File: config.mk
export PLATFORM = sky130hd
export DESIGN_NAME = load_store_unit_flat
export DESIGN_NICKNAME = d
export VERILOG_FILES = /design/src/rtl/lsu_pkg.sv /design/src/rtl/load_store_unit_if.sv /design/src/rtl/lsu_align.sv /design/src/rtl/load_store_unit.sv /design/src/flat_wrapper.sv
export SDC_FILE = /design/constraint.sdc
export NUM_CORES = 1
export LEC_CHECK = 0
export ABC_AREA = 1
export CORE_MARGIN = 2
export CORE_UTILIZATION = 64
export CTS_CLUSTER_SIZE = 10
export DETAILED_ROUTE_END_ITERATION = 6
export DONT_BUFFER_PORTS = 1
export PLACE_DENSITY = 0.91
export RECOVER_POWER = 100
export SKIP_CTS_REPAIR_TIMING = 1
export SYNTH_ARGS = -nofsm -noshare
export SYNTH_HDL_FRONTEND = slang
export SYNTH_HIERARCHICAL = 1
export SYNTH_SLANG_ARGS = --single-unit
File: constraint.sdc
create_clock -name clk -period 4.1 [get_ports clk]
set_input_delay 0.615 -clock clk [delete_from_list [all_inputs] [get_ports clk]]
set_output_delay 0.615 -clock clk [all_outputs]
set_load 0.05 [all_outputs]
File: src/rtl/lsu_pkg.sv
// Load/store unit shared types: size encodings, FSM states
// and byte-lane helper functions.
package lsu_pkg;

   localparam logic [1:0] LSU_BYTE    = 2'd0;
   localparam logic [1:0] LSU_HALF    = 2'd1;
   localparam logic [1:0] LSU_WORD    = 2'd2;
   localparam logic [1:0] LSU_ILLEGAL = 2'd3;

   typedef enum logic [1:0] {
      IDLE    = 2'd0,
      ACCESS  = 2'd1,
      RESPOND = 2'd2
   } lsu_state_t;

   // Lane offset actually used; misaligned low bits are dropped.
   function automatic logic [1:0] lsu_offset(
      input logic [1:0] size,
      input logic [1:0] addr
   );
      case (size)
         LSU_HALF: return {addr[1], 1'b0};
         LSU_WORD: return 2'b00;
         default:  return addr;
      endcase
   endfunction

   function automatic logic [3:0] lsu_mask(
      input logic [1:0] size,
      input logic [1:0] off
   );
      case (size)
         LSU_BYTE: return 4'b0001 << off;
         LSU_HALF: return 4'b0011 << off;
         LSU_WORD: return 4'b1111;
         default:  return 4'b0000;
      endcase
   endfunction

   function automatic logic [4:0] lsu_shift(input logic [1:0] off);
      return {off, 3'b000};
   endfunction

   function automatic logic lsu_misaligned(
      input logic [1:0] size,
      input logic [1:0] addr
   );
      case (size)
         LSU_HALF: return addr[0];
         LSU_WORD: return |addr;
         default:  return 1'b0;
      endcase
   endfunction

endpackage

File: src/rtl/load_store_unit_if.sv
// Request/response handshake and RAM port bundle of the
// load/store unit.
interface load_store_unit_if;

   logic        req_valid_in;
   logic        req_ready_out;
   logic        req_write_in;
   logic [1:0]  req_size_in;
   logic        req_unsigned_in;
   logic [31:0] req_address_in;
   logic [31:0] req_value_in;

   logic        rsp_valid_out;
   logic        rsp_ready_in;
   logic [31:0] rsp_value_out;
   logic        rsp_fault_out;

   logic [31:0] ram_address_out;
   logic [3:0]  ram_write_mask_out;
   logic [31:0] ram_write_value_out;
   logic [31:0] ram_read_value_in;

   modport master (
      output req_valid_in, req_write_in, req_size_in,
      output req_unsigned_in, req_address_in, req_value_in,
      output rsp_ready_in, ram_read_value_in,
      input  req_ready_out, rsp_valid_out, rsp_value_out,
      input  rsp_fault_out, ram_address_out,
      input  ram_write_mask_out, ram_write_value_out
   );

   modport slave (
      input  req_valid_in, req_write_in, req_size_in,
      input  req_unsigned_in, req_address_in, req_value_in,
      input  rsp_ready_in, ram_read_value_in,
      output req_ready_out, rsp_valid_out, rsp_value_out,
      output rsp_fault_out, ram_address_out,
      output ram_write_mask_out, ram_write_value_out
   );

endinterface

File: src/rtl/lsu_align.sv
// Byte-lane alignment: store mask and lane replication,
// load extraction with sign/zero extension.
module lsu_align
   import lsu_pkg::*;
(
   input  logic [1:0]  size_in,
   input  logic        unsigned_in,
   input  logic        write_in,
   input  logic [1:0]  offset_in,
   input  logic [31:0] store_value_in,
   input  logic [31:0] read_value_in,
   output logic [3:0]  write_mask_out,
   output logic [31:0] write_value_out,
   output logic [31:0] load_value_out
);

   logic [31:0] shifted;

   always_comb begin
      write_mask_out  = 4'b0000;
      write_value_out = store_value_in;
      load_value_out  = 32'd0;
      shifted         = read_value_in >> lsu_shift(offset_in);
      if (write_in) begin
         write_mask_out = lsu_mask(size_in, offset_in);
      end
      case (size_in)
         LSU_BYTE: begin
            write_value_out = {4{store_value_in[7:0]}};
            load_value_out  = unsigned_in
               ? {24'd0, shifted[7:0]}
               : {{24{shifted[7]}}, shifted[7:0]};
         end
         LSU_HALF: begin
            write_value_out = {2{store_value_in[15:0]}};
            load_value_out  = unsigned_in
               ? {16'd0, shifted[15:0]}
               : {{16{shifted[15]}}, shifted[15:0]};
         end
         default: begin
            load_value_out = shifted;
         end
      endcase
   end

endmodule

File: src/rtl/load_store_unit.sv
// Single-outstanding load/store unit: IDLE -> ACCESS -> RESPOND.
// LSU_MISALIGN_TRAP_EN makes misaligned half/word accesses fault.
module load_store_unit
   import lsu_pkg::*;
(
   input  logic             clk,
   input  logic             reset,
   load_store_unit_if.slave bus
);

   lsu_state_t  state_q, state_d;
   logic [31:0] addr_q, addr_d;
   logic [1:0]  size_q, size_d;
   logic        unsigned_q, unsigned_d;
   logic        write_q, write_d;
   logic [31:0] store_q, store_d;
   logic [31:0] rsp_value_q, rsp_value_d;
   logic        rsp_fault_q, rsp_fault_d;

   logic        req_illegal;
   logic        in_access;
   logic        in_respond;
   logic [3:0]  align_mask;
   logic [31:0] align_wdata;
   logic [31:0] align_load;

   lsu_align u_align (
      .size_in        (size_q),
      .unsigned_in    (unsigned_q),
      .write_in       (write_q),
      .offset_in      (lsu_offset(size_q, addr_q[1:0])),
      .store_value_in (store_q),
      .read_value_in  (bus.ram_read_value_in),
      .write_mask_out (align_mask),
      .write_value_out(align_wdata),
      .load_value_out (align_load)
   );

   always_comb begin
      req_illegal = (bus.req_size_in == LSU_ILLEGAL);
`ifdef LSU_MISALIGN_TRAP_EN
      req_illegal = req_illegal |
         lsu_misaligned(bus.req_size_in, bus.req_address_in[1:0]);
`else
      req_illegal = req_illegal | 1'b0;
`endif
   end

   always_comb begin
      state_d     = state_q;
      addr_d      = addr_q;
      size_d      = size_q;
      unsigned_d  = unsigned_q;
      write_d     = write_q;
      store_d     = store_q;
      rsp_value_d = rsp_value_q;
      rsp_fault_d = rsp_fault_q;
      case (state_q)
         IDLE: begin
            if (bus.req_valid_in) begin
               addr_d      = bus.req_address_in;
               size_d      = bus.req_size_in;
               unsigned_d  = bus.req_unsigned_in;
               write_d     = bus.req_write_in;
               store_d     = bus.req_value_in;
               rsp_value_d = 32'd0;
               rsp_fault_d = req_illegal;
               state_d     = req_illegal ? RESPOND : ACCESS;
            end
         end
         ACCESS: begin
            rsp_value_d = write_q ? 32'd0 : align_load;
            rsp_fault_d = 1'b0;
            state_d     = RESPOND;
         end
         RESPOND: begin
            if (bus.rsp_ready_in) begin
               state_d = IDLE;
            end
         end
         default: begin
            state_d = IDLE;
         end
      endcase
   end

   always_ff @(posedge clk or posedge reset) begin
      if (reset) begin
         state_q     <= IDLE;
         addr_q      <= 32'd0;
         size_q      <= LSU_BYTE;
         unsigned_q  <= 1'b0;
         write_q     <= 1'b0;
         store_q     <= 32'd0;
         rsp_value_q <= 32'd0;
         rsp_fault_q <= 1'b0;
      end else begin
         state_q     <= state_d;
         addr_q      <= addr_d;
         size_q      <= size_d;
         unsigned_q  <= unsigned_d;
         write_q     <= write_d;
         store_q     <= store_d;
         rsp_value_q <= rsp_value_d;
         rsp_fault_q <= rsp_fault_d;
      end
   end

   // RAM port is live only in ACCESS, so each store writes once.
   assign in_access  = (state_q == ACCESS);
   assign in_respond = (state_q == RESPOND);

   assign bus.req_ready_out       = (state_q == IDLE);
   assign bus.rsp_valid_out       = in_respond;
   assign bus.rsp_value_out       = in_respond ? rsp_value_q : 32'd0;
   assign bus.rsp_fault_out       = in_respond & rsp_fault_q;
   assign bus.ram_address_out     =
      in_access ? {addr_q[31:2], 2'b00} : 32'd0;
   assign bus.ram_write_mask_out  = in_access ? align_mask : 4'b0000;
   assign bus.ram_write_value_out = in_access ? align_wdata : 32'd0;

endmodule

File: src/flat_wrapper.sv
// flat-port wrapper written by rule: the top's interface ports become plain ports
module load_store_unit_flat import lsu_pkg::*;
  (clk, reset, bus_req_valid_in, bus_req_write_in, bus_req_size_in, bus_req_unsigned_in, bus_req_address_in, bus_req_value_in, bus_rsp_ready_in, bus_ram_read_value_in, bus_req_ready_out, bus_rsp_valid_out, bus_rsp_value_out, bus_rsp_fault_out, bus_ram_address_out, bus_ram_write_mask_out, bus_ram_write_value_out);
  load_store_unit_if bus_i ();
  input  logic clk;
  input  logic reset;
  input wire logic [$bits(bus_i.req_valid_in)-1:0] bus_req_valid_in;
  input wire logic [$bits(bus_i.req_write_in)-1:0] bus_req_write_in;
  input wire logic [$bits(bus_i.req_size_in)-1:0] bus_req_size_in;
  input wire logic [$bits(bus_i.req_unsigned_in)-1:0] bus_req_unsigned_in;
  input wire logic [$bits(bus_i.req_address_in)-1:0] bus_req_address_in;
  input wire logic [$bits(bus_i.req_value_in)-1:0] bus_req_value_in;
  input wire logic [$bits(bus_i.rsp_ready_in)-1:0] bus_rsp_ready_in;
  input wire logic [$bits(bus_i.ram_read_value_in)-1:0] bus_ram_read_value_in;
  output wire logic [$bits(bus_i.req_ready_out)-1:0] bus_req_ready_out;
  output wire logic [$bits(bus_i.rsp_valid_out)-1:0] bus_rsp_valid_out;
  output wire logic [$bits(bus_i.rsp_value_out)-1:0] bus_rsp_value_out;
  output wire logic [$bits(bus_i.rsp_fault_out)-1:0] bus_rsp_fault_out;
  output wire logic [$bits(bus_i.ram_address_out)-1:0] bus_ram_address_out;
  output wire logic [$bits(bus_i.ram_write_mask_out)-1:0] bus_ram_write_mask_out;
  output wire logic [$bits(bus_i.ram_write_value_out)-1:0] bus_ram_write_value_out;
  assign bus_i.req_valid_in = bus_req_valid_in;
  assign bus_i.req_write_in = bus_req_write_in;
  assign bus_i.req_size_in = bus_req_size_in;
  assign bus_i.req_unsigned_in = bus_req_unsigned_in;
  assign bus_i.req_address_in = bus_req_address_in;
  assign bus_i.req_value_in = bus_req_value_in;
  assign bus_i.rsp_ready_in = bus_rsp_ready_in;
  assign bus_i.ram_read_value_in = bus_ram_read_value_in;
  assign bus_req_ready_out = bus_i.req_ready_out;
  assign bus_rsp_valid_out = bus_i.rsp_valid_out;
  assign bus_rsp_value_out = bus_i.rsp_value_out;
  assign bus_rsp_fault_out = bus_i.rsp_fault_out;
  assign bus_ram_address_out = bus_i.ram_address_out;
  assign bus_ram_write_mask_out = bus_i.ram_write_mask_out;
  assign bus_ram_write_value_out = bus_i.ram_write_value_out;
  load_store_unit u_core (.clk(clk), .reset(reset), .bus(bus_i));
endmodule
# Word-level counts from Yosys, hierarchy flattened

Index checks and enable logic that the tools add are counted.

Memories: 0
Word-level logic and storage cells: 45
Latch bits: 0
Output and inout port bits: 103
Flip-flop bits (word level): 103
Bits in writable memories: 0
Bits of input ports: 104
ROM bits: 0

Shift operators: 3
$mul: 0
Reductions and logical operators: 6
Order comparisons: 0
Muxes and demuxes: 20
Divide/modulo/power cells: 0
Equal/unequal tests: 7
Add/subtract/negate cells: 0
Bitwise logic cells: 1

Operators with widths:

| kind                  | number |
|---|---|
| $mux W32              | 7 |
| $pmux W32 S2          | 3 |
| $shr A32 B5 Y32       | 1 |
| $pmux W4 S3           | 1 |
| $mux W4               | 2 |
| $eq A2 B2 Y1 const B  | 3 |
| $mux W2               | 3 |
| $pmux W2 S3           | 1 |
| $reduce_and A2 Y1     | 3 |
| $eq A2 B1 Y1 const B  | 2 |
| $logic_not A2 Y1      | 2 |
| $ne A2 B2 Y1 const B  | 2 |
| $pmux W2 S2           | 1 |
| $shl A1 B2 Y4 const A | 1 |
| $shl A2 B2 Y4 const A | 1 |
| $pmux W1 S2           | 1 |
| $reduce_bool A2 Y1    | 1 |
| $and A1 B1 Y1         | 1 |
| $mux W1               | 1 |

# Depth between registers and ports, before layout

Gate-level depths: netlist of the first run.

Depth after elaboration: 7
Gate-level depth with buffers: 16
Depth with buffers taken out: 13

# Hierarchy

The synthesis of the first run kept the hierarchy.

Modules (own cells, without submodules):

| module          | cells each | area an instance (um^2) | instances |
|---|---|---|---|
| load_store_unit | 741        | 5,172.5                 | 1 |
| lsu_align       | 259        | 1,281.2                 | 1 |

# Worst setup path before layout of the first run

No wires, ideal clock.

Kind: flip-flop to output port
Start point: reg u_core.size_q[0]
End point: out bus_ram_write_mask_out[1]
Path slack: 1.266 ns
Stages on the path, launching flop included: 10
Arrival time: 2.219 ns
Path through: dfrtp_1 ha_1 o21a_1 buf_4 inv_1 buf_2 nand2_1 a21oi_1 inv_1 nor2_1

Word-level cells in the longest chain between the ends: 6
Elaborated cells between the ends (all ways): 9

RTL lines:

| item                                                  | RTL line                     | text |
|---|---|---|
| from (decl)                                           | load_store_unit.sv:13        | `logic [1:0] size_q, size_d;` |
| from (signal assigned)                                | load_store_unit.sv:100       | `size_q <= size_d;` |
| $eq A2 B2 Y1 / $eq A2 B1 Y1 (equally long branches)   | lsu_pkg.sv:21, lsu_pkg.sv:32 |  |
| $pmux W2 S2                                           | lsu_pkg.sv:21                | `case (size)` |
| $shl A2 B2 Y4 / $shl A1 B2 Y4 (equally long branches) | lsu_pkg.sv:34, lsu_pkg.sv:33 |  |
| $pmux W4 S3 *                                         | lsu_pkg.sv:32                | `case (size)` |
| $mux W4 *                                             | lsu_align.sv:24              | `if (write_in) begin` |
| named net u_core.align_mask[1]                        | load_store_unit.sv:23        | `logic [3:0] align_mask;` |
| $mux W4 *                                             | load_store_unit.sv:119       | `assign bus.ram_write_mask_out = in_access ? align_mask : 4'b0000;` |
| to (decl)                                             | flat_wrapper.sv:20           | `output wire logic [$bits(bus_i.ram_write_mask_out)-1:0] bus_ram_write_mask_out;` |

The timed path passes the listed nets; every way through them passes the cells marked *.

# Worst setup path in the final report of the first run

Start point: reg u_core.size_q[1]
End point: out bus_ram_write_value_out[29]

Word-level cells in the longest chain between the ends: 3
Elaborated cells between the ends (all ways): 4

RTL lines:

| item                                                    | RTL line               | text |
|---|---|---|
| $eq A2 B1 Y1 / $logic_not A2 Y1 (equally long branches) | lsu_align.sv:27        | `case (size_in)` |
| $pmux W32 S2 *                                          | lsu_align.sv:27        |  |
| named net u_core.align_wdata[29]                        | load_store_unit.sv:24  | `logic [31:0] align_wdata;` |
| $mux W32 *                                              | load_store_unit.sv:120 | `assign bus.ram_write_value_out = in_access ? align_wdata : 32'd0;` |
| to (decl)                                               | flat_wrapper.sv:21     | `output wire logic [$bits(bus_i.ram_write_value_out)-1:0] bus_ram_write_value_out;` |

Marks and branches as above.

==> flow_summary.json, run 1 <==
{
  "run_status": "complete, but fails checks",
  "violations_in_the_final_reports": "max-capacitance violations, max-slew violations",
  "die-height_um": 104.4,
  "number_of_enable_type_register_cells_in_the_synthesized_netlist": 0,
  "grt_pass1_wl_um": 26100,
  "period_needed_ns": 3.637,
  "worst_slew_margin_pct": -102.3,
  "syn-instance-count": 1000,
  "global_placement_routability_congestion": 0.9346,
  "finish.utilization_pct": 67.50,
  "drt_iter0_markers": 478,
  "final.setup.tns_ns": 0,
  "synthDistinctLibCells": 28,
  "die_width_um": 104.4,
  "path_clk_slew_ns": 0.10,
  "setup_viols_final": 0,
  "num-fill-cells": 949,
  "dr_total_vias": 6079,
  "largest_fanout_on_the_critical_path": 20,
  "placed_area_um2": 6554,
  "post-synth-top-area-cell": "dfrtp_1",
  "clock-skew-final_ns": 0.007516,
  "data_required_time_at_the_worst_endpoint_ns": 3.48,
  "timing_hold_violations_final": 0,
  "netlist_top_cells_count": "318 x nand2_1, 154 x inv_1, 141 x nor2_1, 137 x nand3_1, 103 x dfrtp_1",
  "power.ir.vdd_worst_uv": 363.8,
  "synth_most_common_cell": "nand2_1",
  "final-seq-area_um2": 2577,
  "cp-end-kind": "primary output",
  "grt_setup_unrepaired": "false",
  "first_global_vias": 5463,
  "grt_overflow_total": 0,
  "synth_largest_type_area_fraction_pct": 39.94,
  "worst_setup_path_start_kind": "flip-flop",
  "setup.worst_path.class": "reg -> out",
  "fp.coreArea_um2": 9774,
  "initial_antenna_violation_count": 0,
  "ys_dominant_reg_cell": "dfrtp_1",
  "post_synthesis_sequential_element_count": 103,
  "num_rows": 36,
  "avgRoutedWirePerCell_um": 14.32,
  "cts-root-buf": "clkbuf_8",
  "clock_sink_count": 103,
  "clock_tree.htree_level_count": 3,
  "routed_wl_um": 16080,
  "detail_route.drc_violations": 0,
  "detailed_place_hpwl_um": 11240,
  "avgSynthCellArea_um2": 6.454,
  "area_contributors_post_synth": "dfrtp_1 40%, nand2_1 18%, nand3_1 11%",
  "power.density_cell_area_nw_per_um2": 789.0,
  "final_nets": 1090,
  "worst-endpoint-arrival_ns": 3.02,
  "start_util_pct": 66.03,
  "synth-async-reset-ratio_pct": 100.0,
  "holdCritPathClass": "in -> reg",
  "insertion_delay_ns": 0.37,
  "finish.instance_area_um2": 6598,
  "power.static_leakage_uw": 0.003693,
  "cts_tree": "done",
  "synth.yosys.seq_area_share_pct": 39.94,
  "final_layout_size_suffix_gt1_share_pct": 3.838,
  "syn-cell-area_um2": 6454,
  "io-pin-count": 207,
  "multiInputGateArea_um2": 2828,
  "detail_route.first_pass.iterations": 6,
  "clk_path_buf_depth": 2,
  "design.die.area_um2": 10900,
  "max_clock_freq_mhz": 275.0,
  "drv.max_cap_violation_count": 2,
  "port-buffer-count": 0,
  "synth.yosys.warnings": 6,
  "grt_util_all_layers_pct": 29.42,
  "syn2layout_area_growth_pct": 2.230,
  "postRouteAntennaNets": 0,
  "numCtsBuffers": 9,
  "grt_start_max_net_pins": 85,
  "num_antenna_cells": 0,
  "post_drt_via_cell_ratio": 5.413,
  "final_min_period_over_clock_period_pct": 88.70,
  "worst_slew_pin_slew_ns": 3.034,
  "slew_viol_final": 110
}
cells in the final DEF (no fill, tap or decap), types with 2 or more instances in the layout:
master	n
nand2_4	3
clkbuf_8	9
dfrtp_1	103
nand3_1	138
o211ai_1	4
clkinv_4	3
conb_1	2
nand2_1	317
clkbuf_1	36
buf_4	8
clkinvlp_4	2
a21oi_1	25
inv_1	155
nor2_1	143
o21ai_1	2
nor2_4	3
o21ai_0	24
clkbuf_2	4
per-layer routing:
layer	share of wire [%]	track usage (%)	vias to the layer above
li1	-	-	2957
met1	40	37.60	2789
met5	0	0	-
met2	49	49.63	298
met3	8.9	5.952	35
met4	2.2	10.42	0
cells by family after synthesis:
group           count (synthesis)  share of synthesized area (%)
compound gates                 56                          4.537
fa+ha+maj                       1                         0.1938
buf+inv                       232                          16.19
flops                         103                          39.94
other cells                     1                        0.05811
simple gates                  607                          39.09
sequential cells by signal, indices dropped and copies added (netlist names):
signal and cells:
u_core/addr_q 32, u_core/rsp_fault_q 1, u_core/rsp_value_q 32, u_core/size_q 2, u_core/state_q 2, u_core/store_q 32, u_core/unsigned_q 1, u_core/write_q 1
critical path, cell delays in order (launching register included):
cell,delay (ns)
dfrtp_1,0.39
buf_4,0.22
nor2_1,0.95
nand2_1,0.22
o211ai_1,0.19
inv_1,0.08
nor2_1,0.12
clkbuf_1,0.48
per-stage QoR:
stage | instances | hold slack, ns | worst slack [ns] | total power, uW
6_report | 1123 | 0.3770 | 0.4632 | 5206
5_1_grt | 1123 | 0.3635 | 0.2258 | 5668
4_1_cts | 1123 | 0.3637 | 0.6122 | 5251
3_5_place_dp | 1107 | 0.4581 | 1.023 | 4586
3_3_place_gp | 1107 | 0.4537 | 1.125 | 4504
2_1_floorplan | 1001 | 0.4417 | 0.7812 | 4209
final timing paths:
| check | from | end | slack (ns) | cells after the start |
|---|---|---|---|---|
| setup / recovery | u_core/size_q[1] | bus_ram_write_value_out[29] | 0.46 | 7 |
| hold / removal | bus_req_address_in[28] | u_core/addr_q[28] | 0.38 | 2 |
| setup reg to reg | u_core/state_q[0] | u_core/store_q[24] | 0.53 | 4 |
| hold reg to reg | u_core/addr_q[21] | u_core/addr_q[21] | 0.48 | 2 |
| max in group asynchronous | reset | u_core/rsp_value_q[16] | 1.11 | 2 |
| min in group asynchronous | reset | u_core/addr_q[11] | 1.23 | 1 |
where the power goes:
group / total [uW] / internal, uW / switching (uW)
registers: 1710 / 1430 / 282
logic: 2840 / 750 / 2090
clock network: 657 / 290 / 367
layout make-up:
cell class	instances	share of cell area (%)
Multi-Input combinational cell	666	42.86
Timing Repair Buffer	48	3.262
Clock inverter	7	1.252
Sequential cell	103	39.07
Inverter	157	9.160
Tap cell	133	2.522
Clock buffer	9	1.877
(Power assumes the default switching activity.)
==> inputs of run 2 (changes only) <==
CELL_PAD_IN_SITES_DETAIL_PLACEMENT = 2   (was unset)
CELL_PAD_IN_SITES_GLOBAL_PLACEMENT = 2   (was unset)
CORE_UTILIZATION = 33   (was 64)
==> run 2 against run 1 <==
- the run still ends with max-capacitance violations, max-slew violations left
- fmax down 1.2%
- global-route usage down 7.0 points
- clock power up 44%
==> flow_summary.json, run 2 (synthesized netlist as in run 1, its figures left out) <==
{
  "run_status": "complete, but fails checks",
  "violations_in_the_final_reports": "max-capacitance violations, max-slew violations",
  "clock-skew-final_ns": 0.006790,
  "worst-endpoint-arrival_ns": 3.07,
  "num-fill-cells": 2466,
  "final_nets": 1107,
  "cpPeakStageDelay_ns": 1.09,
  "initial_antenna_violation_count": 0,
  "worst_min_path_start": "bus_req_address_in[21]",
  "worst_slew_pin_slew_ns": 2.588,
  "mostFrequentLayoutCell": "nand2_1",
  "fin_hold_ws_ns": 0.3975,
  "dr_total_vias": 6211,
  "clock_sink_count": 103,
  "grt_overflow_total": 0,
  "grt_start_max_net_pins": 73,
  "power.ir.vdd_worst_uv": 240.1,
  "path_common_cell": "nor2_1",
  "routed_wl_um": 23030,
  "grt_setup_unrepaired": "false",
  "largestRegisters": "u_core/addr_q (32), u_core/rsp_value_q (32), u_core/store_q (32)",
  "global_placement_routability_congestion": 0.8038,
  "setup.worst_path.class": "reg -> out",
  "clock_tree.htree_level_count": 3,
  "design.die.area_um2": 20690,
  "worstReg2RegStart": "u_core/size_q[1]",
  "final.setup.tns_ns": 0,
  "first_global_vias": 6605,
  "start_util_pct": 33.38,
  "max_clock_freq_mhz": 271.6,
  "die_width_um": 143.8,
  "port-buffer-count": 0,
  "timing_hold_violations_final": 0,
  "final_layout_size_suffix_gt1_share_pct": 4.667,
  "slew_viol_final": 207,
  "power.density_cell_area_nw_per_um2": 823.4,
  "clk_path_buf_depth": 2,
  "grt_util_all_layers_pct": 22.39,
  "numCtsBuffers": 9,
  "die-height_um": 143.8,
  "worst_slew_margin_pct": -73.46,
  "data_required_time_at_the_worst_endpoint_ns": 3.48,
  "num_antenna_cells": 0,
  "drv.max_cap_violation_count": 4,
  "path_clk_slew_ns": 0.08,
  "worst-path-buf-inv": 3,
  "final_min_period_over_clock_period_pct": 89.80,
  "holdCritPathClass": "in -> reg",
  "avgRoutedWirePerCell_um": 18.10,
  "grt_pass1_wl_um": 35940,
  "insertion_delay_ns": 0.36,
  "syn2layout_area_growth_pct": 7.929,
  "timing.critical_path.max_delay_family": "simple AND/OR/NAND/NOR gates",
  "layout_common_cells": "318 x nand2_1, 154 x inv_1, 143 x nor2_1",
  "postRouteAntennaNets": 0,
  "detail_route.first_pass.iterations": 4,
  "detail_route.drc_violations": 0,
  "num_rows": 51,
  "cts-root-buf": "clkbuf_16",
  "cts_tree": "done",
  "fp.coreArea_um2": 19330,
  "power.static_leakage_uw": 0.003804,
  "crit_start": "u_core/size_q[1]",
  "detailed_place_hpwl_um": 16680,
  "setup_viols_final": 0,
  "cp_slowest_cell": "nor2_1",
  "largest_fanout_on_the_critical_path": 21,
  "post_drt_via_cell_ratio": 4.883,
  "cp_cell_sequence": "buf_4 -> nor2_1 -> nand2_1 -> o21ai_0 -> inv_1 -> nor2_1 -> clkbuf_1",
  "worst_setup_path_start_kind": "flip-flop",
  "period_needed_ns": 3.682,
  "cp-end-kind": "primary output",
  "drt_iter0_markers": 235,
  "io-pin-count": 207
}
-- run 2: changes by cell type in the layout (fill, tap and decap cells not counted), sizes merged --
cell	change
clkbuf	+12
buf	+5
clkinvlp	-1
inv	+1
-- run 2: routing by layer --
layer / routed length, um / GRT usage, %
met5: 0 / 0
met4: 214 / 4.128
met3: 1577 / 6.964
met2: 11910 / 40.20
met1: 9329 / 26.45
-- run 2: final timing paths --
path,endpoint,slack (ns),cells past startpoint
setup / recovery,bus_ram_write_value_out[15],0.42,7
hold / removal,u_core/addr_q[21],0.40,2
setup reg to reg,u_core/rsp_value_q[14],0.75,13
hold reg to reg,u_core/addr_q[20],0.47,2
max in group asynchronous,u_core/rsp_value_q[12],1.02,2
min in group asynchronous,u_core/rsp_value_q[26],0.84,1
-- run 2: report_power, final --
| part | leakage, uW | total, uW | internal, uW | switching [uW] |
|---|---|---|---|---|
| clock network | 0.000158 | 947 | 495 | 452 |
| registers | 0.00132 | 1730 | 1430 | 301 |
| logic | 0.00233 | 3060 | 775 | 2280 |
| total | 0.00380 | 5740 | 2700 | 3040 |
-- run 2: final cells by class --
type	count	area, um^2	area share, %
clock buffers	9	225.2	3.233
clock inverters	7	97.59	1.401
inverters	157	605.6	8.694
multi-input cells	666	2825	40.56
flip-flops and latches	103	2577	37.00
well taps	265	331.6	4.760
repair buffers	65	302.8	4.347
-- run 2: through the flow --
| step | setup WS (ns) | utilization (%) | power, uW | std cells | instance area (um^2) |
|---|---|---|---|---|---|
| 2_1_floorplan | 0.7812 | - | 4209 | 1001 | 6457 |
| 3_3_place_gp | 1.074 | 35.41 | 4666 | 1256 | 6847 |
| 3_5_place_dp | 0.9593 | 35.41 | 4873 | 1256 | 6847 |
| 4_1_cts | 0.5577 | 37.08 | 5885 | 1272 | 7169 |
| 5_1_grt | 0.1828 | 36.03 | 6279 | 1272 | 6965 |
| 6_report | 0.4181 | 36.03 | 5735 | 1272 | 6965 |
==> inputs of run 3 (changes only) <==
ABC_CLOCK_PERIOD_IN_PS = 4100   (was unset)
==> results of run 3 <==
The final DEF is identical to that of run 2; final timing and power are the same.
